<file path="src/rtl/core_cmd_arbiter_if.sv">
// ============================================================================
// Module   : core_cmd_arbiter_if
// Brief    : Push-side and issue-side handshake bundle of core_cmd_arbiter.
// Revision : 1.0 - initial release
// ============================================================================
`default_nettype none

interface core_cmd_arbiter_if #(
    parameter int NB_PORTS       = 4,
    parameter int CMD_WIDTH      = 24,
    parameter int TCDM_ADD_WIDTH = 12,
    parameter int EXT_ADD_WIDTH  = 29
) ();

    localparam int PORT_ID_WIDTH = (NB_PORTS > 1) ? $clog2(NB_PORTS) : 1;

    // Requester side, one slice per port
    logic [NB_PORTS-1:0]                push_req_i;
    logic [NB_PORTS-1:0]                push_gnt_o;
    logic [NB_PORTS*CMD_WIDTH-1:0]      push_cmd_i;
    logic [NB_PORTS*TCDM_ADD_WIDTH-1:0] push_tcdm_add_i;
    logic [NB_PORTS*EXT_ADD_WIDTH-1:0]  push_ext_add_i;
    logic [NB_PORTS-1:0]                push_twd_i;

    // Downstream issue side
    logic                               twd_ready_i;
    logic                               cmd_req_o;
    logic                               cmd_gnt_i;
    logic [CMD_WIDTH-1:0]               cmd_o;
    logic [TCDM_ADD_WIDTH-1:0]          tcdm_add_o;
    logic [EXT_ADD_WIDTH-1:0]           ext_add_o;
    logic                               cmd_twd_o;
    logic [PORT_ID_WIDTH-1:0]           cmd_port_o;

    modport master (
        output push_req_i, push_cmd_i, push_tcdm_add_i, push_ext_add_i, push_twd_i,
        output twd_ready_i, cmd_gnt_i,
        input  push_gnt_o, cmd_req_o, cmd_o, tcdm_add_o, ext_add_o, cmd_twd_o, cmd_port_o
    );

    modport slave (
        input  push_req_i, push_cmd_i, push_tcdm_add_i, push_ext_add_i, push_twd_i,
        input  twd_ready_i, cmd_gnt_i,
        output push_gnt_o, cmd_req_o, cmd_o, tcdm_add_o, ext_add_o, cmd_twd_o, cmd_port_o
    );

endinterface

`default_nettype wire

</file>
<file path="src/rtl/core_cmd_arbiter.sv">
// ============================================================================
// Module   : core_cmd_arbiter
// Brief    : Per-port command FIFOs arbitrated onto one downstream issue port.
//            Round-robin by default; fixed priority (lowest index) when
//            MCHAN_CMD_FIXED_PRIO_EN is defined.
// Revision : 1.0 - initial release
// ============================================================================
`default_nettype none

module core_cmd_arbiter #(
    parameter int NB_PORTS       = 4,
    parameter int QUEUE_DEPTH    = 2,
    parameter int CMD_WIDTH      = 24,
    parameter int TCDM_ADD_WIDTH = 12,
    parameter int EXT_ADD_WIDTH  = 29
) (
    input  wire logic         clk_i,
    input  wire logic         rst_ni,
    core_cmd_arbiter_if.slave bus,
    output logic              clk_en_o,
    output logic              busy_o
);

    localparam int PORT_ID_WIDTH = (NB_PORTS > 1) ? $clog2(NB_PORTS) : 1;
    localparam int c_PTR_W       = (QUEUE_DEPTH > 1) ? $clog2(QUEUE_DEPTH) : 1;
    localparam int c_CNT_W       = $clog2(QUEUE_DEPTH + 1);
    localparam int c_ENTRY_W     = CMD_WIDTH + TCDM_ADD_WIDTH + EXT_ADD_WIDTH + 1;
    localparam logic [c_CNT_W-1:0] c_FULL = c_CNT_W'(QUEUE_DEPTH);
    localparam logic [c_PTR_W-1:0] c_LAST_PTR = c_PTR_W'(QUEUE_DEPTH - 1);

    typedef enum logic [0:0] {
        ST_IDLE  = 1'b0,
        ST_OFFER = 1'b1
    } state_t;

    logic [NB_PORTS-1:0]                w_nonempty;
    logic [NB_PORTS-1:0]                w_elig;
    logic [NB_PORTS-1:0]                w_pop;
    logic [NB_PORTS-1:0]                w_push;
    logic [NB_PORTS-1:0]                w_push_gnt;
    logic [NB_PORTS-1:0][c_ENTRY_W-1:0] w_head_next;
    logic                               w_grant;
    logic                               w_any;
    logic [PORT_ID_WIDTH-1:0]           w_pick;
    logic [c_ENTRY_W-1:0]               w_pick_entry;

    state_t                             r_state;
    logic                               r_cmd_req;
    logic [PORT_ID_WIDTH-1:0]           r_port;
    logic [c_ENTRY_W-1:0]               r_entry;

    assign w_grant = r_cmd_req & bus.cmd_gnt_i;

    generate
        for (genvar p = 0; p < NB_PORTS; p++) begin : g_port
            logic [c_PTR_W-1:0]   r_rd_ptr;
            logic [c_PTR_W-1:0]   r_wr_ptr;
            logic [c_CNT_W-1:0]   r_count;
            logic [c_ENTRY_W-1:0] r_mem [QUEUE_DEPTH];
            logic [c_ENTRY_W-1:0] w_in;
            logic [c_ENTRY_W-1:0] w_head;
            logic [c_ENTRY_W-1:0] w_second;
            logic [c_PTR_W-1:0]   w_rd_inc;
            logic [c_PTR_W-1:0]   w_wr_inc;
            logic                 w_left;

            assign w_in = {bus.push_twd_i[p],
                           bus.push_ext_add_i[p*EXT_ADD_WIDTH +: EXT_ADD_WIDTH],
                           bus.push_tcdm_add_i[p*TCDM_ADD_WIDTH +: TCDM_ADD_WIDTH],
                           bus.push_cmd_i[p*CMD_WIDTH +: CMD_WIDTH]};

            assign w_rd_inc = (r_rd_ptr == c_LAST_PTR) ? '0 : r_rd_ptr + c_PTR_W'(1);
            assign w_wr_inc = (r_wr_ptr == c_LAST_PTR) ? '0 : r_wr_ptr + c_PTR_W'(1);

            assign w_push_gnt[p] = (r_count != c_FULL);
            assign w_push[p]     = bus.push_req_i[p] & w_push_gnt[p];
            assign w_pop[p]      = w_grant & (r_port == PORT_ID_WIDTH'(p));
            assign w_nonempty[p] = (r_count != '0);

            // Eligibility is judged on the queue as it will look after this
            // cycle's pop; same-cycle pushes are deliberately not visible.
            assign w_head         = r_mem[r_rd_ptr];
            assign w_second       = r_mem[w_rd_inc];
            assign w_head_next[p] = w_pop[p] ? w_second : w_head;
            assign w_left         = w_pop[p] ? (r_count > c_CNT_W'(1)) : w_nonempty[p];
            assign w_elig[p]      = w_left & (~w_head_next[p][c_ENTRY_W-1] | bus.twd_ready_i);

            always_ff @(posedge clk_i or negedge rst_ni) begin
                if (!rst_ni) begin
                    r_rd_ptr <= '0;
                    r_wr_ptr <= '0;
                    r_count  <= '0;
                end else begin
                    if (w_push[p]) begin
                        r_wr_ptr <= w_wr_inc;
                    end
                    if (w_pop[p]) begin
                        r_rd_ptr <= w_rd_inc;
                    end
                    if (w_push[p] && !w_pop[p]) begin
                        r_count <= r_count + c_CNT_W'(1);
                    end else if (!w_push[p] && w_pop[p]) begin
                        r_count <= r_count - c_CNT_W'(1);
                    end
                end
            end

            always_ff @(posedge clk_i) begin
                if (w_push[p]) begin
                    r_mem[r_wr_ptr] <= w_in;
                end
            end
        end
    endgenerate

`ifdef MCHAN_CMD_FIXED_PRIO_EN
    always_comb begin
        w_any        = 1'b0;
        w_pick       = '0;
        w_pick_entry = '0;
        for (int p = NB_PORTS - 1; p >= 0; p--) begin
            if (w_elig[p]) begin
                w_any        = 1'b1;
                w_pick       = PORT_ID_WIDTH'(p);
                w_pick_entry = w_head_next[p];
            end
        end
    end
`else
    logic [PORT_ID_WIDTH-1:0] r_last;
    logic [PORT_ID_WIDTH-1:0] w_base;
    logic                     w_hi_any;
    logic [PORT_ID_WIDTH-1:0] w_hi_pick;
    logic [c_ENTRY_W-1:0]     w_hi_entry;
    logic                     w_lo_any;
    logic [PORT_ID_WIDTH-1:0] w_lo_pick;
    logic [c_ENTRY_W-1:0]     w_lo_entry;

    // A grant this cycle makes the granted port the new "last" immediately.
    assign w_base = w_grant ? r_port : r_last;

    always_comb begin
        w_hi_any   = 1'b0;
        w_hi_pick  = '0;
        w_hi_entry = '0;
        w_lo_any   = 1'b0;
        w_lo_pick  = '0;
        w_lo_entry = '0;
        for (int p = NB_PORTS - 1; p >= 0; p--) begin
            if (w_elig[p]) begin
                if (p > int'(w_base)) begin
                    w_hi_any   = 1'b1;
                    w_hi_pick  = PORT_ID_WIDTH'(p);
                    w_hi_entry = w_head_next[p];
                end else begin
                    w_lo_any   = 1'b1;
                    w_lo_pick  = PORT_ID_WIDTH'(p);
                    w_lo_entry = w_head_next[p];
                end
            end
        end
        w_any        = w_hi_any | w_lo_any;
        w_pick       = w_hi_any ? w_hi_pick  : w_lo_pick;
        w_pick_entry = w_hi_any ? w_hi_entry : w_lo_entry;
    end

    always_ff @(posedge clk_i or negedge rst_ni) begin
        if (!rst_ni) begin
            r_last <= PORT_ID_WIDTH'(NB_PORTS - 1);
        end else if (w_grant) begin
            r_last <= r_port;
        end
    end
`endif

    always_ff @(posedge clk_i or negedge rst_ni) begin
        if (!rst_ni) begin
            r_state   <= ST_IDLE;
            r_cmd_req <= 1'b0;
            r_port    <= '0;
            r_entry   <= '0;
        end else begin
            case (r_state)
                ST_IDLE: begin
                    if (w_any) begin
                        r_state   <= ST_OFFER;
                        r_cmd_req <= 1'b1;
                        r_port    <= w_pick;
                        r_entry   <= w_pick_entry;
                    end
                end
                ST_OFFER: begin
                    if (bus.cmd_gnt_i) begin
                        if (w_any) begin
                            r_port  <= w_pick;
                            r_entry <= w_pick_entry;
                        end else begin
                            r_state   <= ST_IDLE;
                            r_cmd_req <= 1'b0;
                            r_port    <= '0;
                            r_entry   <= '0;
                        end
                    end
                end
                default: begin
                    r_state   <= ST_IDLE;
                    r_cmd_req <= 1'b0;
                    r_port    <= '0;
                    r_entry   <= '0;
                end
            endcase
        end
    end

    assign bus.push_gnt_o = w_push_gnt;
    assign bus.cmd_req_o  = r_cmd_req;
    assign bus.cmd_port_o = r_port;
    assign {bus.cmd_twd_o, bus.ext_add_o, bus.tcdm_add_o, bus.cmd_o} = r_entry;

    assign busy_o   = |w_nonempty;
    assign clk_en_o = busy_o | (|bus.push_req_i) | r_cmd_req;

endmodule

`default_nettype wire

</file>
<file path="src/flat_wrapper.sv">
// flat-port wrapper written by rule: the top's interface ports become plain ports
module core_cmd_arbiter_flat 
#(
    parameter int NB_PORTS       = 4,
    parameter int QUEUE_DEPTH    = 2,
    parameter int CMD_WIDTH      = 24,
    parameter int TCDM_ADD_WIDTH = 12,
    parameter int EXT_ADD_WIDTH  = 29
)
  (clk_i, rst_ni, clk_en_o, busy_o, bus_push_req_i, bus_push_cmd_i, bus_push_tcdm_add_i, bus_push_ext_add_i, bus_push_twd_i, bus_twd_ready_i, bus_cmd_gnt_i, bus_push_gnt_o, bus_cmd_req_o, bus_cmd_o, bus_tcdm_add_o, bus_ext_add_o, bus_cmd_twd_o, bus_cmd_port_o);
  core_cmd_arbiter_if #(.NB_PORTS(NB_PORTS), .CMD_WIDTH(CMD_WIDTH), .TCDM_ADD_WIDTH(TCDM_ADD_WIDTH), .EXT_ADD_WIDTH(EXT_ADD_WIDTH)) bus_i ();
  input  wire logic clk_i;
  input  wire logic rst_ni;
  output logic clk_en_o;
  output logic busy_o;
  input wire logic [$bits(bus_i.push_req_i)-1:0] bus_push_req_i;
  input wire logic [$bits(bus_i.push_cmd_i)-1:0] bus_push_cmd_i;
  input wire logic [$bits(bus_i.push_tcdm_add_i)-1:0] bus_push_tcdm_add_i;
  input wire logic [$bits(bus_i.push_ext_add_i)-1:0] bus_push_ext_add_i;
  input wire logic [$bits(bus_i.push_twd_i)-1:0] bus_push_twd_i;
  input wire logic [$bits(bus_i.twd_ready_i)-1:0] bus_twd_ready_i;
  input wire logic [$bits(bus_i.cmd_gnt_i)-1:0] bus_cmd_gnt_i;
  output wire logic [$bits(bus_i.push_gnt_o)-1:0] bus_push_gnt_o;
  output wire logic [$bits(bus_i.cmd_req_o)-1:0] bus_cmd_req_o;
  output wire logic [$bits(bus_i.cmd_o)-1:0] bus_cmd_o;
  output wire logic [$bits(bus_i.tcdm_add_o)-1:0] bus_tcdm_add_o;
  output wire logic [$bits(bus_i.ext_add_o)-1:0] bus_ext_add_o;
  output wire logic [$bits(bus_i.cmd_twd_o)-1:0] bus_cmd_twd_o;
  output wire logic [$bits(bus_i.cmd_port_o)-1:0] bus_cmd_port_o;
  assign bus_i.push_req_i = bus_push_req_i;
  assign bus_i.push_cmd_i = bus_push_cmd_i;
  assign bus_i.push_tcdm_add_i = bus_push_tcdm_add_i;
  assign bus_i.push_ext_add_i = bus_push_ext_add_i;
  assign bus_i.push_twd_i = bus_push_twd_i;
  assign bus_i.twd_ready_i = bus_twd_ready_i;
  assign bus_i.cmd_gnt_i = bus_cmd_gnt_i;
  assign bus_push_gnt_o = bus_i.push_gnt_o;
  assign bus_cmd_req_o = bus_i.cmd_req_o;
  assign bus_cmd_o = bus_i.cmd_o;
  assign bus_tcdm_add_o = bus_i.tcdm_add_o;
  assign bus_ext_add_o = bus_i.ext_add_o;
  assign bus_cmd_twd_o = bus_i.cmd_twd_o;
  assign bus_cmd_port_o = bus_i.cmd_port_o;
  core_cmd_arbiter #(.NB_PORTS(NB_PORTS), .QUEUE_DEPTH(QUEUE_DEPTH), .CMD_WIDTH(CMD_WIDTH), .TCDM_ADD_WIDTH(TCDM_ADD_WIDTH), .EXT_ADD_WIDTH(EXT_ADD_WIDTH)) u_core (.clk_i(clk_i), .rst_ni(rst_ni), .bus(bus_i), .clk_en_o(clk_en_o), .busy_o(busy_o));
endmodule
</file>
<file path="config.mk">
export PLATFORM = sky130hd
export DESIGN_NAME = core_cmd_arbiter_flat
export DESIGN_NICKNAME = d
export VERILOG_FILES = /design/src/rtl/core_cmd_arbiter_if.sv /design/src/rtl/core_cmd_arbiter.sv /design/src/flat_wrapper.sv
export SDC_FILE = /design/constraint.sdc
export NUM_CORES = 1
export LEC_CHECK = 0
export ABC_AREA = 1
export CAP_MARGIN = 20
export CORE_MARGIN = 10
export CORE_UTILIZATION = 57
export CTS_CLUSTER_DIAMETER = 120
export CTS_CLUSTER_SIZE = 28
export DETAILED_ROUTE_END_ITERATION = 10
export PLACE_DENSITY = 0.81
export SETUP_SLACK_MARGIN = 0.4
export SLEW_MARGIN = 10
export SYNTH_ARGS = -nofsm -noshare
export SYNTH_HDL_FRONTEND = slang
export SYNTH_SLANG_ARGS = --single-unit
export TNS_END_PERCENT = 1
</file>
<file path="constraint.sdc">
create_clock -name clk_i -period 5.7 [get_ports clk_i]
set_input_delay 0.855 -clock clk_i [delete_from_list [all_inputs] [get_ports clk_i]]
set_output_delay 0.855 -clock clk_i [all_outputs]
set_load 0.005 [all_outputs]
</file>
# Word-level counts from Yosys, hierarchy flattened
# Memory sizes are Yosys's and may differ from the RTL's.
# Cells that the tools add are included.
# word_totals
output_inout_bits	75
mem_bits_rw	528
ff_bits	88
mem_count	4
# memory_table
name	depth	width	read_ports	rd_ports_with_merged_regs	write_ports	line_no	text
u_core.g_port[0].r_mem	2	66	2	0	1	core_cmd_arbiter.sv:59	logic [c_ENTRY_W-1:0] r_mem [QUEUE_DEPTH];
u_core.g_port[1].r_mem	2	66	2	0	1	core_cmd_arbiter.sv:59	
u_core.g_port[2].r_mem	2	66	2	0	1	core_cmd_arbiter.sv:59	
u_core.g_port[3].r_mem	2	66	2	0	1	core_cmd_arbiter.sv:59	
# classes
n_lt_le_gt_ge	7
eq_ne	10
reduce_logical	29
bitwise	25
n_mux	89
n_addsub	16
# ops
op	count
$mux 66	21
$pmux 66 s2	1
$mux 2	26
$mux 1	38
$reduce_bool 2->1	8
$and 1x1->1	13
$ne 2x2->1 const B	6
$add 1x1->1 const B	8
$add 2x1->2 const B	4
$gt 2x1->1 const B	4
$logic_and 1x1->1	8
$logic_not 1->1	8
$reduce_or 4->1	2
$sub 2x1->2 const B	4
$or 1x1->1	7
$not 1->1	5
$eq 2x2->1 const B	2
$gt 2x2->1 const A	2
$pmux 1 s2	2
$pmux 2 s2	1
$reduce_and 3->1	1
$eq 2x1->1 const B	1
$gt 1x2->1 const A	1
$logic_not 2->1	1
other kinds (2)	2

# Depth between registers and ports, before layout
# An unclocked memory read counts as a cell.
# logic_depth
ltp_word	17
depth_mapped	18
mapped_depth_nobuf	16

# Worst setup path before layout
# OpenSTA, ideal clock, no wires.
# synth_timing
kind	input port to flip-flop
startpoint	in bus_push_req_i[1]
endpoint	mem u_core.g_port[1].r_mem[0][0] (netlist bit) (enable)
required_time_ns	5.210
t_arrival_ns	3.898
cell_stages	4
setup_slack_ns	1.311
cell_sequence	inv_1 > nor2_1 > inv_1 > nor2_1
# synth_via
elab_chain_cells	3
# synth_lines
item	line_no	text
start, declared	flat_wrapper.sv:16	input wire logic [$bits(bus_i.push_req_i)-1:0] bus_push_req_i;
$and 1x1->1	core_cmd_arbiter.sv:76	assign w_push[p] = bus.push_req_i[p] & w_push_gnt[p];
via u_core.w_push[1]	core_cmd_arbiter.sv:39	logic [NB_PORTS-1:0] w_push;
$mux 1	core_cmd_arbiter.sv:109	if (w_push[p]) begin
$mux 1 (implied by the code)	core_cmd_arbiter.sv:110	r_mem[r_wr_ptr] <= w_in;
end, declared	core_cmd_arbiter.sv:59	
# The timed path passes the listed nets, and every way through them passes these cells.

# Final worst setup path
# layout_timing
startpoint	reg u_core.g_port[3].r_rd_ptr
endpoint	reg u_core.r_entry[26]
# layout_via
elab_chain_cells	17
# layout_lines
item	line_no	text
start, declared	core_cmd_arbiter.sv:56	logic [c_PTR_W-1:0] r_rd_ptr;
start signal, assigned	core_cmd_arbiter.sv:98	r_rd_ptr <= w_rd_inc;
$add 1x1->1	core_cmd_arbiter.sv:72	assign w_rd_inc = (r_rd_ptr == c_LAST_PTR) ? '0 : r_rd_ptr + c_PTR_W'(1);
$mux 1	core_cmd_arbiter.sv:72	
$mem_v2 2x66 (*)	--	
$mux 66 (*)	core_cmd_arbiter.sv:84	assign w_head_next[p] = w_pop[p] ? w_second : w_head;
$not 1->1	core_cmd_arbiter.sv:86	assign w_elig[p] = w_left & (~w_head_next[p][c_ENTRY_W-1] | bus.twd_ready_i);
$or 1x1->1	core_cmd_arbiter.sv:86	
$and 1x1->1	core_cmd_arbiter.sv:86	
$mux 66 / $mux 1 (equally long branches)	core_cmd_arbiter.sv:150	if (w_elig[p]) begin
$mux 66 / $mux 1 (equally long branches)	core_cmd_arbiter.sv:151	if (p > int'(w_base)) begin
$mux 66 / $mux 1 (equally long branches)	core_cmd_arbiter.sv:150	
$mux 66 / $mux 1 (equally long branches)	core_cmd_arbiter.sv:151	
$mux 66 / $mux 1 (equally long branches) (2 in series)	core_cmd_arbiter.sv:150	
$mux 66 / $or 1x1->1 (equally long branches)	core_cmd_arbiter.sv:164, core_cmd_arbiter.sv:162	
$mux 66	core_cmd_arbiter.sv:194	if (w_any) begin
$mux 66	core_cmd_arbiter.sv:193	if (bus.cmd_gnt_i) begin
$pmux 66 s2	core_cmd_arbiter.sv:183	case (r_state)
end signal, assigned	core_cmd_arbiter.sv:189	r_entry <= w_pick_entry;
end signal, assigned	core_cmd_arbiter.sv:196	r_entry <= w_pick_entry;
end, declared	core_cmd_arbiter.sv:50	logic [c_ENTRY_W-1:0] r_entry;
# Mark *: on every way between the ends. The rest lies on a longest branch, timed or not. The select of a mux whose other input is x is not followed.
# A chain may end at the register's enable or synchronous reset.

==> reports/results.ini <==
[power_and_ir_drop]
ir_drop_uv = 498.2
p_total_mw = 20.85
leakage_nw = 15.21
power.density_nw_per_um2 = 575.5

[clocking]
clkLatencyLatePin_ns = 0.63
htreeDepth = 1
cts_sinks = 616
cts_made_buffers = 25
clockBufferDepth = 3
cts_tree = yes
clkTransAtPathRegs_ns = 0.12
postCtsSetupRepairBufs = 0
cts.repair.resized = 0
clock-root-buffer = clkbuf_16
hold_buffers = 0

[critical_path]
critPathBufInv = 3
arrival_ns = 4.68
max_stage_delay_ns = 0.73
worstPathRequired_ns = 6.23
cp-start-kind = flop
crit_path_end = u_core.r_entry[26]$_DFFE_PN0P_
path_depth = 14
r2r_end = u_core.r_entry[26]$_DFFE_PN0P_
path_cells = clkinv_2 -> nand2_1 -> nand2_1 -> nand2_1 -> nand3_1 -> nand3_1 -> clkinv_1 -> buf_12 -> nand3_1 -> nand3_1 -> nand2_1 -> nor2_1 -> nand2_1 -> nand2_1
reg2reg_depth = 14
cpMostUsedCell = nand2_1
cp_top_family = buffers and inverters
worstPathMaxFanout = 53
end_kind = flop
worstSetupPathType = reg -> reg
cp_slowest_cell = clkinv_2
r2r-start = u_core.g_port[3].r_rd_ptr$_DFFE_PN0N_
startpoint = u_core.g_port[3].r_rd_ptr$_DFFE_PN0N_
reg2reg_slack_ns = 1.54

[place]
io_buffer_count = 346
place_area_um2 = 35470
hpwlAfterDp_mm = 77.26
gp_congestion = 1.051

[grt]
grt_first_pass_wirelength_mm = 160.4
grt_max_degree = 126
grt_pass1_vias = 26730
overflow = 0
track_usage = 0.3317
antenna_found_initial = 6

[die]
num_rows = 86
die_y_um = 255.1
start_util = 0.5742
die_w_um = 255.1
core-area_um2 = 54880
die_area_um2 = 65090
ioPinCount = 347

[logic_synthesis]
syn-cell-area_um2 = 31510
async_flop_share = 0.1429
synth_edf_count = 528
synth_seq_area_share = 0.5731
syn_inst = 3794
synth_area_per_cell_um2 = 8.306
synth-seq-cells = 616
ys.warnings.count = 0
synth_ff_type = edfxtp_1
syn_nets = 4082
yosysUniqueCellTypes = 29

[cells_and_area]
area_growth_syn_to_layout_pct = 14.99
drive_above_1_share = 0.03166
final_area_um2 = 36240
nNetsFinal = 4281
fillers = 4537
layout_commonest_cell = nand2_1
final_util = 0.6603
mostFrequentLayoutCells = 1297 x nand2_1, 528 x edfxtp_1, 488 x nor2_1, 403 x o21ai_0, 366 x nand3_1

[timing]
timing.setup.tns_ns = 0
finalHoldViolCount = 0
setup_viol = 0
rsz0062_at_grt = false
slew_headroom = 0.2650
finalMaxSlewViolations = 0
worst_pin_slew_ns = 1.102
skew_ns = 0.02419
fin_hold_ws_ns = 0.1976
finalCriticalPeriod_ns = 4.155
timing.fmax_ghz = 0.2407
period_share = 0.7290

[routing]
wl_per_cell_um = 23.03
drt_first_pass_iters = 7
drtIter0Drc = 3666
viasPerCell = 5.852
vias = 27620
totalWireLength_mm = 108.7
drc = 0
postRouteAntennaNets = 0

[job]
max_cap_violations = 0

[hold_path]
hold_path.class = in -> async

[outcome]
status = complete, no violations

worst reg2reg max path, stage by stage (launching register included):
cell and delay (ns):
dfrtp_4 0.72, clkinv_2 0.73, nand2_1 0.24, nand2_1 0.11, nand2_1 0.13, nand3_1 0.13, nand3_1 0.21, clkinv_1 0.62
buf_12 0.44, nand3_1 0.35, nand3_1 0.13, nand2_1 0.08, nor2_1 0.04, nand2_1 0.09, nand2_1 0.04
power by group:
part	internal [mW]	leakage, nW	switching [mW]	total, mW
clock network	0.848	0.336	1.38	2.23
registers	6.24	6.00	0.649	6.89
logic	3.46	8.87	8.28	11.7
total	10.5	15.2	10.3	20.9
metrics by stage:
stage	worst slack [ns]	std cells
finish	1.545	4719
global route	1.273	4717
CTS	1.816	4714
detailed placement	1.354	4668
global placement	1.483	4668
floorplan	1.311	3794
flip-flops by register name, summed over array words and instances, names as in the netlist:
name / count
u_core.r_state: 1
u_core.g_port.r_wr_ptr: 4
u_core.r_entry: 66
u_core.g_port.r_count: 8
u_core.r_last: 2
u_core.g_port.r_rd_ptr: 4
u_core.g_port.r_mem: 528
u_core.bus.cmd_req_o: 1
u_core.bus.cmd_port_o: 2
cells by family (layout without fill, tap and decap cells):
family                     Yosys count  count (layout)  synth area share
and+or+nand+nor                   2211            2211            0.2830
buffers and inverters              493             711           0.06293
other                                0               3                 0
AOI/OAI and AO/OA                  442             442           0.07020
xor gates and xnor gates            16              16          0.004447
adders and majority gates           16              16          0.006353
DFF                                616             616            0.5731
routing by layer:
metal,part of all wire,wire [um],GRT usage
met3,0.080,8679,0.06386
met2,0.49,53120,0.5638
met4,0.097,10550,0.2717
met1,0.33,36290,0.3579
met5,0.00039,42,0
synthesized netlist by cell type, types with 5 or more instances:
master | number | area (um^2)
a21oi_1 | 33 | 165.2
buf_1 | 24 | 90.09
buf_2 | 60 | 300.3
buf_4 | 7 | 52.55
clkbuf_1 | 139 | 521.8
dfrtp_1 | 86 | 2152
edfxtp_1 | 528 | 15860
ha_1 | 16 | 200.2
inv_1 | 249 | 934.7
inv_2 | 8 | 30.03
nand2_1 | 1298 | 4872
nand3_1 | 368 | 1842
nand3b_1 | 18 | 135.1
nand4_1 | 21 | 131.4
nor2_1 | 496 | 1862
nor2_2 | 5 | 31.28
o21ai_0 | 403 | 2017
o21ai_1 | 6 | 30.03
xor2_1 | 12 | 105.1
cell type report:
class,count,area [um^2],area share
Antenna cell,3,7.507,0.0002072
Clock buffer,45,700.7,0.01934
Clock inverter,1,8.758,0.0002417
Inverter,258,970.9,0.02679
Multi-Input combinational cell,2685,11620,0.3208
Sequential cell,616,18070,0.4986
Tap cell,704,880.8,0.02431
Timing Repair Buffer,407,3976,0.1097
how the worst min path moves through the flow:
stage                                     startpoint                                 endpoint  slack, ns  cells after the start
2_1_floorplan  u_core.g_port[1].r_wr_ptr$_DFFE_PN0P_    u_core.g_port[1].r_wr_ptr$_DFFE_PN0P_       0.46                      1
3_3_place_gp          u_core.r_entry[58]$_DFFE_PN0P_           u_core.r_entry[58]$_DFFE_PN0P_       0.46                      2
3_5_place_dp          u_core.r_entry[23]$_DFFE_PN0P_           u_core.r_entry[23]$_DFFE_PN0P_       0.47                      2
4_1_cts                                       rst_ni           u_core.r_entry[53]$_DFFE_PN0P_       0.21                      1
5_1_grt                                       rst_ni    u_core.g_port[3].r_rd_ptr$_DFFE_PN0N_       0.22                      1
6_report                                      rst_ni  u_core.g_port[2].r_count[0]$_DFFE_PN0P_       0.20                      1
(Power assumes the default switching activity.)
